File: config.mk
export PLATFORM = sky130hd
export DESIGN_NAME = secuenciador_alu_flat
export DESIGN_NICKNAME = d
export VERILOG_FILES = /design/src/rtl/secuenciador_alu_pkg.sv /design/src/rtl/secuenciador_alu_if.sv /design/src/rtl/banco_registros.sv /design/src/rtl/secuenciador_alu.sv /design/src/flat_wrapper.sv
export SDC_FILE = /design/constraint.sdc
export NUM_CORES = 1
export LEC_CHECK = 0
export CAP_MARGIN = 25
export CORE_UTILIZATION = 41
export CTS_CLUSTER_SIZE = 28
export DETAILED_ROUTE_END_ITERATION = 8
export GPL_TIMING_DRIVEN = 0
export PLACE_DENSITY = 0.65
export SLEW_MARGIN = 20
export SYNTH_ARGS = -nofsm -noshare
export SYNTH_HDL_FRONTEND = slang
export SYNTH_SLANG_ARGS = --single-unit
File: constraint.sdc
create_clock -name clk -period 1.7 [get_ports clk]
set_input_delay 0.51 -clock clk [delete_from_list [all_inputs] [get_ports clk]]
set_output_delay 0.51 -clock clk [all_outputs]
set_load 0.05 [all_outputs]
File: src/rtl/secuenciador_alu_pkg.sv
// Purpose : shared opcode constants, FSM state encoding and opcode helpers.
// Latency : n/a (declarations only).
// Backpr. : n/a.
package secuenciador_alu_pkg;

  // Opcodes carried in instruccion[7:4]. Only 1xxx opcodes write back.
  localparam logic [3:0] OP_NOP      = 4'b0000;
  localparam logic [3:0] OP_SUMA     = 4'b1000;
  localparam logic [3:0] OP_RESTA    = 4'b1001;
  localparam logic [3:0] OP_DESP_IZQ = 4'b1010;
  localparam logic [3:0] OP_DESP_DER = 4'b1011;
  localparam logic [3:0] OP_NOT      = 4'b1100;
  localparam logic [3:0] OP_AND      = 4'b1101;
  localparam logic [3:0] OP_OR       = 4'b1110;
  localparam logic [3:0] OP_XOR      = 4'b1111;

  // Flag bit positions as produced by the external ALU.
  localparam int FLAG_CERO     = 0;
  localparam int FLAG_NEGATIVO = 1;
  localparam int FLAG_ACARREO  = 2;

  typedef enum logic [1:0] {
    IDLE    = 2'd0,
    LEE     = 2'd1,
    EJECUTA = 2'd2,
    FIN     = 2'd3
  } estado_t;

  // Every opcode with the top bit set is a real ALU operation.
  function automatic logic op_escribe(input logic [3:0] op);
    return op[3];
  endfunction

  // 0001..0111 are reserved: they complete like a NOP but flag an error.
  function automatic logic op_invalido(input logic [3:0] op);
    return (op != OP_NOP) && !op[3];
  endfunction

endpackage

File: src/rtl/secuenciador_alu_if.sv
// Purpose : host-side and ALU-side signals of the sequencer in one bundle.
// Latency : n/a (wiring only).
// Backpr. : none; the host must watch ocupado, requests while busy are dropped.
// Modports: master = host (issues instructions / loads), slave = sequencer,
//           alu = external combinational ALU.
interface secuenciador_alu_if;
  // host request / load port
  logic       inicio;
  logic [7:0] instruccion;
  logic       carga_en;
  logic [1:0] carga_dir;
  logic [7:0] carga_dato;
  // host status
  logic       ocupado;
  logic       listo;
  logic       error;
  logic [7:0] r0_actual;
  logic [2:0] banderas;
  logic [7:0] cuenta_ops;
  // ALU operands and results
  logic [7:0] R0_alu;
  logic [7:0] RX_alu;
  logic [3:0] Operacion_alu;
  logic [7:0] Resultado_alu;
  logic [2:0] Banderas_alu;

  modport master (
    output inicio, instruccion, carga_en, carga_dir, carga_dato,
    input  ocupado, listo, error, r0_actual, banderas, cuenta_ops
  );

  modport slave (
    input  inicio, instruccion, carga_en, carga_dir, carga_dato,
    output ocupado, listo, error, r0_actual, banderas, cuenta_ops,
    output R0_alu, RX_alu, Operacion_alu,
    input  Resultado_alu, Banderas_alu
  );

  modport alu (
    input  R0_alu, RX_alu, Operacion_alu,
    output Resultado_alu, Banderas_alu
  );

endinterface

File: src/rtl/banco_registros.sv
// Purpose : N_REG x 8-bit register file, one write port, two combinational reads.
// Latency : write visible on read ports the cycle after the write edge.
// Backpr. : none; a write is taken on every edge where we=1.
// Ports   : clk, rst_n (async, active-low); we/waddr/wdata write port;
//           raddr_a/rdata_a and raddr_b/rdata_b combinational read ports.
module banco_registros #(
  parameter int N_REG = 4
) (
  input  logic       clk,
  input  logic       rst_n,
  input  logic       we,
  input  logic [1:0] waddr,
  input  logic [7:0] wdata,
  input  logic [1:0] raddr_a,
  output logic [7:0] rdata_a,
  input  logic [1:0] raddr_b,
  output logic [7:0] rdata_b
);

  logic [7:0] regs_q [N_REG];
  logic [7:0] regs_d [N_REG];

  always_comb begin
    for (int i = 0; i < N_REG; i++) begin
      regs_d[i] = regs_q[i];
    end
    if (we) begin
      regs_d[waddr] = wdata;
    end
  end

  always_ff @(posedge clk or negedge rst_n) begin
    if (!rst_n) begin
      for (int i = 0; i < N_REG; i++) begin
        regs_q[i] <= '0;
      end
    end else begin
      for (int i = 0; i < N_REG; i++) begin
        regs_q[i] <= regs_d[i];
      end
    end
  end

  assign rdata_a = regs_q[raddr_a];
  assign rdata_b = regs_q[raddr_b];

endmodule

File: src/rtl/secuenciador_alu.sv
// Purpose : 4-state instruction sequencer feeding an external ALU, writeback to R0.
// Latency : listo pulses 3 cycles after the accepting edge (LEE, EJECUTA, FIN).
// Backpr. : ocupado high outside IDLE; inicio/carga_en dropped while busy.
// Ports   : clk, rst_n (async, active-low); bus.slave carries the host
//           request/load/status signals and the ALU operand/result signals.
module secuenciador_alu
  import secuenciador_alu_pkg::*;
#(
  parameter int N_REG = 4
) (
  input  logic                 clk,
  input  logic                 rst_n,
  secuenciador_alu_if.slave    bus
);

  estado_t    estado_q, estado_d;
  logic [3:0] instr_op_q, instr_op_d;
  logic [1:0] instr_rx_q, instr_rx_d;
  logic [7:0] r0_alu_q, r0_alu_d;
  logic [7:0] rx_alu_q, rx_alu_d;
  logic [3:0] op_alu_q, op_alu_d;
  logic [2:0] banderas_q, banderas_d;
  logic [7:0] cuenta_q, cuenta_d;

  logic       rf_we;
  logic [1:0] rf_waddr;
  logic [7:0] rf_wdata;
  logic [7:0] rf_r0;
  logic [7:0] rf_rx;

  // Port A is hard-wired to R0; port B follows the latched RX index.
  banco_registros #(
    .N_REG (N_REG)
  ) u_banco (
    .clk     (clk),
    .rst_n   (rst_n),
    .we      (rf_we),
    .waddr   (rf_waddr),
    .wdata   (rf_wdata),
    .raddr_a (2'd0),
    .rdata_a (rf_r0),
    .raddr_b (instr_rx_q),
    .rdata_b (rf_rx)
  );

  // Next state, latches and counters.
  always_comb begin
    estado_d   = estado_q;
    instr_op_d = instr_op_q;
    instr_rx_d = instr_rx_q;
    r0_alu_d   = r0_alu_q;
    rx_alu_d   = rx_alu_q;
    op_alu_d   = op_alu_q;
    banderas_d = banderas_q;
    cuenta_d   = cuenta_q;
    case (estado_q)
      IDLE: begin
        if (bus.inicio) begin
          instr_op_d = bus.instruccion[7:4];
          instr_rx_d = bus.instruccion[1:0];
          estado_d   = LEE;
        end
      end
      LEE: begin
        // Operands are captured at the end of LEE so a load made on the
        // accepting edge is already visible in the register file.
        r0_alu_d = rf_r0;
        rx_alu_d = rf_rx;
        op_alu_d = instr_op_q;
        estado_d = EJECUTA;
      end
      EJECUTA: begin
        if (op_escribe(op_alu_q)) begin
          banderas_d = bus.Banderas_alu;
        end
        estado_d = FIN;
      end
      FIN: begin
        cuenta_d = cuenta_q + 8'd1;
        // Operands stay as they were; only the opcode returns to NOP.
        op_alu_d = OP_NOP;
        estado_d = IDLE;
      end
      default: estado_d = IDLE;
    endcase
  end

  // Register-file write port: host load in IDLE, ALU writeback to R0 in EJECUTA.
  always_comb begin
    rf_we    = 1'b0;
    rf_waddr = 2'd0;
    rf_wdata = 8'd0;
    if (estado_q == IDLE && bus.carga_en) begin
      rf_we    = 1'b1;
      rf_waddr = bus.carga_dir;
      rf_wdata = bus.carga_dato;
    end else if (estado_q == EJECUTA && op_escribe(op_alu_q)) begin
      rf_we    = 1'b1;
      rf_waddr = 2'd0;
      rf_wdata = bus.Resultado_alu;
    end
  end

  always_ff @(posedge clk or negedge rst_n) begin
    if (!rst_n) begin
      estado_q   <= IDLE;
      instr_op_q <= OP_NOP;
      instr_rx_q <= 2'd0;
      r0_alu_q   <= 8'd0;
      rx_alu_q   <= 8'd0;
      op_alu_q   <= OP_NOP;
      banderas_q <= 3'd0;
      cuenta_q   <= 8'd0;
    end else begin
      estado_q   <= estado_d;
      instr_op_q <= instr_op_d;
      instr_rx_q <= instr_rx_d;
      r0_alu_q   <= r0_alu_d;
      rx_alu_q   <= rx_alu_d;
      op_alu_q   <= op_alu_d;
      banderas_q <= banderas_d;
      cuenta_q   <= cuenta_d;
    end
  end

  assign bus.ocupado       = (estado_q != IDLE);
  assign bus.listo         = (estado_q == FIN);
  assign bus.error         = (estado_q == FIN) && op_invalido(op_alu_q);
  assign bus.r0_actual     = rf_r0;
  assign bus.banderas      = banderas_q;
  assign bus.cuenta_ops    = cuenta_q;
  assign bus.R0_alu        = r0_alu_q;
  assign bus.RX_alu        = rx_alu_q;
  assign bus.Operacion_alu = op_alu_q;

endmodule

File: src/flat_wrapper.sv
// flat-port wrapper written by rule: the top's interface ports become plain ports
module secuenciador_alu_flat import secuenciador_alu_pkg::*;
#(
  parameter int N_REG = 4
)
  (clk, rst_n, bus_inicio, bus_instruccion, bus_carga_en, bus_carga_dir, bus_carga_dato, bus_ocupado, bus_listo, bus_error, bus_r0_actual, bus_banderas, bus_cuenta_ops, bus_R0_alu, bus_RX_alu, bus_Operacion_alu, bus_Resultado_alu, bus_Banderas_alu);
  secuenciador_alu_if bus_i ();
  input  logic clk;
  input  logic rst_n;
  input wire logic [$bits(bus_i.inicio)-1:0] bus_inicio;
  input wire logic [$bits(bus_i.instruccion)-1:0] bus_instruccion;
  input wire logic [$bits(bus_i.carga_en)-1:0] bus_carga_en;
  input wire logic [$bits(bus_i.carga_dir)-1:0] bus_carga_dir;
  input wire logic [$bits(bus_i.carga_dato)-1:0] bus_carga_dato;
  output wire logic [$bits(bus_i.ocupado)-1:0] bus_ocupado;
  output wire logic [$bits(bus_i.listo)-1:0] bus_listo;
  output wire logic [$bits(bus_i.error)-1:0] bus_error;
  output wire logic [$bits(bus_i.r0_actual)-1:0] bus_r0_actual;
  output wire logic [$bits(bus_i.banderas)-1:0] bus_banderas;
  output wire logic [$bits(bus_i.cuenta_ops)-1:0] bus_cuenta_ops;
  output wire logic [$bits(bus_i.R0_alu)-1:0] bus_R0_alu;
  output wire logic [$bits(bus_i.RX_alu)-1:0] bus_RX_alu;
  output wire logic [$bits(bus_i.Operacion_alu)-1:0] bus_Operacion_alu;
  input wire logic [$bits(bus_i.Resultado_alu)-1:0] bus_Resultado_alu;
  input wire logic [$bits(bus_i.Banderas_alu)-1:0] bus_Banderas_alu;
  assign bus_i.inicio = bus_inicio;
  assign bus_i.instruccion = bus_instruccion;
  assign bus_i.carga_en = bus_carga_en;
  assign bus_i.carga_dir = bus_carga_dir;
  assign bus_i.carga_dato = bus_carga_dato;
  assign bus_ocupado = bus_i.ocupado;
  assign bus_listo = bus_i.listo;
  assign bus_error = bus_i.error;
  assign bus_r0_actual = bus_i.r0_actual;
  assign bus_banderas = bus_i.banderas;
  assign bus_cuenta_ops = bus_i.cuenta_ops;
  assign bus_R0_alu = bus_i.R0_alu;
  assign bus_RX_alu = bus_i.RX_alu;
  assign bus_Operacion_alu = bus_i.Operacion_alu;
  assign bus_i.Resultado_alu = bus_Resultado_alu;
  assign bus_i.Banderas_alu = bus_Banderas_alu;
  secuenciador_alu #(.N_REG(N_REG)) u_core (.clk(clk), .rst_n(rst_n), .bus(bus_i));
endmodule
==> tab_implementation.tex <==
\begin{tabular}{lr}
\hline
Metric & Value \\
\hline
\multicolumn{2}{l}{\textbf{Global route}} \\
\quad Antenna violations before repair & 0 \\
\quad Via count of the first global-routing pass & 2,107 \\
\quad Global-route wire length before repair & 11,290 um \\
\quad GRT Overall Usage & 18.08\% \\
\quad Pin count of the biggest net entering global routing & 55 \\
\quad Overflow left after global routing & 0 \\
\multicolumn{2}{l}{\textbf{Power and ir drop}} \\
\quad Combinational cell fraction of total power & 53.3\% \\
\quad Pwr Density & 2082 nW/um\^{}2 \\
\quad Total chip power & 9.181 mW \\
\quad Internal Power & 5.208 mW \\
\quad Leakage component of the power & 1.909 nW \\
\quad Max rail drop VDD & 0.9274 mV \\
\quad Clock power share & 13.5\% \\
\quad Proportion of power drawn by flip-flops and latches & 33.2\% \\
\quad Net switching power & 3.973 mW \\
\quad Fraction of power spent switching nets & 43.28\% \\
\multicolumn{2}{l}{\textbf{Floorplan}} \\
\quad Standard-cell rows & 31 \\
\quad Chip height & 90.30 um \\
\quad Core area & 7408 um\^{}2 \\
\quad Initial core utilization & 43.15\% \\
\quad Width of the die & 90.30 um \\
\quad Top Ports & 75 \\
\quad DIE AREA & 8154 um\^{}2 \\
\multicolumn{2}{l}{\textbf{CTS}} \\
\quad Skew-Pair Late Insertion Delay & 340 ps \\
\quad CTS Buffer Depth & 2 \\
\quad CTS HTree Levels & 3 \\
\quad Quantity of hold-fixing buffers added after cts & 0 \\
\quad Clock slew seen by the registers of the worst setup and hold paths & 70 ps \\
\quad Clk sinks & 71 \\
\quad Library cell used as clock root buffer & sky130\_fd\_sc\_hd\_\_clkbuf\_8 \\
\quad Total CTS buffers & 9 \\
\quad CTS tree & built \\
\multicolumn{2}{l}{\textbf{Finish}} \\
\quad Final standard cell utilization of the core & 59.52\% \\
\quad Most frequent standard cell in the layout excluding fill and tap cells & sky130\_fd\_sc\_hd\_\_dfrtp\_1 \\
\quad N\_diodes & 0 \\
\quad Nets@finish & 364 \\
\quad Area growth from synthesis to final layout & 37.93\% \\
\quad Top library cells by usage in the layout, fill and taps aside & sky130\_fd\_sc\_hd\_\_dfrtp\_1, sky130\_fd\_sc\_hd\_\_mux2\_2, sky130\_fd\_sc\_hd\_\_clkdlybuf4s50\_1, sky130\_fd\_sc\_hd\_\_clkdlybuf4s15\_2, sky130\_fd\_sc\_hd\_\_buf\_4 \\
\quad Fraction of final layout cells with drive strength greater than 1 & 46.06\% \\
\multicolumn{2}{l}{\textbf{Critical path}} \\
\quad Data arrival time at the worst-slack endpoint & 1380 ps \\
\quad Setup slack of the worst register-to-register path & 0 ps \\
\quad Launching element type of the critical path & flip-flop \\
\quad Path type of the worst setup path & reg -> out \\
\quad CP endpoint kind & output pin \\
\quad Worst path required time & 1190 ps \\
\quad Worst-path fanout max & 4 \\
\multicolumn{2}{l}{\textbf{STA}} \\
\quad Unrepaired setup endpoints after global routing & true \\
\quad Post-layout min period & 1890 ps \\
\quad Tcrit/Tclk final & 111.2\% \\
\quad Hold violation total from the final report & 0 \\
\quad Worst slew slack as a fraction of its limit & 71.71\% \\
\quad Max Transition Viols Final & 0 \\
\quad Actual transition at the worst max-transition pin & 423.0 ps \\
\quad Setup violations, final & 10 \\
\quad Worst path setup slack after routing & -190.2 ps \\
\quad Achievable clock frequency & 529.0 MHz \\
\quad Worst clock skew on the final layout & 7.930 ps \\
\multicolumn{2}{l}{\textbf{Yosys}} \\
\quad Count of warnings emitted by yosys & 0 \\
\quad Number of register bits inferred by synthesis & 71 \\
\quad Post-synthesis area per instance & 13.66 um\^{}2 \\
\quad Post-synthesis instance area & 3197 um\^{}2 \\
\quad Number of standard cells after synthesis & 234 \\
\quad Post-synthesis cell type count & 28 \\
\quad Synthesized Nets & 273 \\
\quad Post-synthesis sequential area ratio & 55.58\% \\
\multicolumn{2}{l}{\textbf{Hold path}} \\
\quad Worst Hold Class & in -> async \\
\multicolumn{2}{l}{\textbf{Routing}} \\
\quad Average wire per cell in the routed design & 15.96 um \\
\quad ANT nets after route & 0 \\
\quad Number of detailed-route iterations in the first pass & 4 \\
\quad DRC violations left & 0 \\
\quad Via count & 2,094 \\
\quad Routed WL & 6847 um \\
\quad 1st-iter DRT viols & 93 \\
\quad Drt via density & 4.881 \\
\multicolumn{2}{l}{\textbf{Placement}} \\
\quad HPWL Detailed & 4789 um \\
\quad Placer's final routability congestion estimate & 0.6991 \\
\quad Count of port buffers added during placement & 72 \\
\multicolumn{2}{l}{\textbf{Run status}} \\
\quad Violated checks & negative setup slack \\
\quad Result of the run & complete, but fails checks \\
\multicolumn{2}{l}{\textbf{Job}} \\
\quad Max-cap check violation count & 0 \\
\hline
\end{tabular}
## critical path, stage by stage (launching register included)
cell	delay, ps
sky130_fd_sc_hd__dfrtp_2	450
sky130_fd_sc_hd__ha_4	180
sky130_fd_sc_hd__buf_8	120
sky130_fd_sc_hd__nor3b_4	140
sky130_fd_sc_hd__buf_6	160
## worst paths after layout
| kind | startpoint | to | depth (start not counted) |
|---|---|---|---|
| setup reg to reg | u_core.estado_q[1]$_DFFE_PN0P_ | u_core.u_banco.regs_q[25]$_DFFE_PN0P_ | 7 |
| setup / recovery | u_core.estado_q[1]$_DFFE_PN0P_ | bus_error | 4 |
| min in group clk | u_core.bus.cuenta_ops[7]$_DFFE_PN0P_ | u_core.bus.cuenta_ops[7]$_DFFE_PN0P_ | 1 |
| hold reg to reg | u_core.bus.cuenta_ops[7]$_DFFE_PN0P_ | u_core.bus.cuenta_ops[7]$_DFFE_PN0P_ | 1 |
| max in group asynchronous | rst_n | u_core.estado_q[1]$_DFFE_PN0P_ | 2 |
| hold / removal | rst_n | u_core.bus.cuenta_ops[5]$_DFFE_PN0P_ | 1 |
## through the flow
stage	instance area, um^2	TNS (ps)	hold slack (ps)	setup slack (ps)	cells
3_3_place_gp	4075	-177840	457.0	-2366	405
3_5_place_dp	4100	-10610	402.0	-550.1	406
2_1_floorplan	3231	-149.5	214.4	-149.5	234
4_1_cts	4375	-1724	30.58	-217.8	428
6_report	4409	-485.6	36.03	-190.2	429
5_1_grt	4409	-796.0	30.36	-236.5	429
## power by group through the flow
stage          Combinational, mW  Sequential (mW)  Clock [mW]
2_1_floorplan               2.43             3.99           0
3_3_place_gp                4.74             3.03           0
3_5_place_dp                4.79             3.06           0
4_1_cts                     4.81             3.04        1.28
5_1_grt                     5.21             3.17        1.37
6_report                    4.90             3.05        1.24
## logic make-up (layout without fill, tap and decap cells)
group                      count (synthesis)  count (layout)  share of synthesized area, %
DFF                                       71              71                         55.58
muxes                                     63              63                         21.72
and+or+nand+nor                           43              44                         8.650
AOI/OAI and AO/OA                         26              26                         6.028
buffers and inverters                     18             113                         3.757
xor gates and xnor gates                   7               7                         1.918
adders and majority gates                  6               6                         2.348
## cell usage after synthesis
library cell               count  area, um^2
sky130_fd_sc_hd__nor2b_1      10       62.56
sky130_fd_sc_hd__nand4b_2      2       30.03
sky130_fd_sc_hd__mux2i_1      12       120.1
sky130_fd_sc_hd__nand4_2       1       12.51
sky130_fd_sc_hd__buf_4         9       67.56
sky130_fd_sc_hd__nand2b_1      2       12.51
sky130_fd_sc_hd__buf_2         3       15.01
sky130_fd_sc_hd__inv_1         3       11.26
sky130_fd_sc_hd__a31o_4        1       17.52
sky130_fd_sc_hd__and3_1        1       6.260
sky130_fd_sc_hd__nor2_1        5       18.77
sky130_fd_sc_hd__nor3_1        3       15.01
sky130_fd_sc_hd__nand2_1       7       26.28
sky130_fd_sc_hd__mux2_2       51       574.3
sky130_fd_sc_hd__clkbuf_1      1       3.750
sky130_fd_sc_hd__a21oi_1       9       45.04
sky130_fd_sc_hd__and4bb_4      1       16.27
sky130_fd_sc_hd__xnor2_1       4       35.03
sky130_fd_sc_hd__ha_1          6       75.07
sky130_fd_sc_hd__or2b_1        6       45.04
sky130_fd_sc_hd__buf_6         2       22.52
sky130_fd_sc_hd__o221a_1       8       90.09
sky130_fd_sc_hd__dfrtp_1      71        1777
sky130_fd_sc_hd__nor3b_1       1       7.510
sky130_fd_sc_hd__o21ai_0       8       40.04
sky130_fd_sc_hd__nand3_1       1       5.000
sky130_fd_sc_hd__xor2_1        3       26.28
sky130_fd_sc_hd__nand4_1       3       18.77
## cell type report
cell class / count / area (um^2)
Sequential cell: 71 / 1779
Fill cell: 625 / 2999
Clock inverter: 5 / 32.53
Multi-Input combinational cell: 146 / 1404
Clock buffer: 11 / 151.4
Inverter: 3 / 18.77
Timing Repair Buffer: 81 / 779.5
Tap cell: 99 / 123.9
Buffer: 13 / 120.1
## what timing repair did
| item | CTS | global route |
|---|---|---|
| buffers inserted | 6 | 2 |
| endpoints found under the hold margin | 0 | 0 |
| cloned | 0 | 1 |
| resized for setup | 166 | 29 |
| pin swaps | 2 | 11 |
| setup endpoints to repair | 51 | 27 |
## layer usage
metal  vias to the layer above  track usage [%]  wire, um
met4                         0            4.839        59
met3                         4            4.377       218
li1                       1011                -         -
met1                      1040            25.65      3257
met2                        39            27.80      3311
met5                         -                0         0
## registers in the layout, indices dropped and copies added (netlist names)
name                      cells
u_core.u_banco.regs_q        32
u_core.bus.RX_alu             8
u_core.instr_rx_q             2
u_core.estado_q               2
u_core.bus.R0_alu             8
u_core.bus.Operacion_alu      4
u_core.bus.cuenta_ops         8
u_core.bus.banderas           3
u_core.instr_op_q             4
Power figures use the tool's default switching activity.
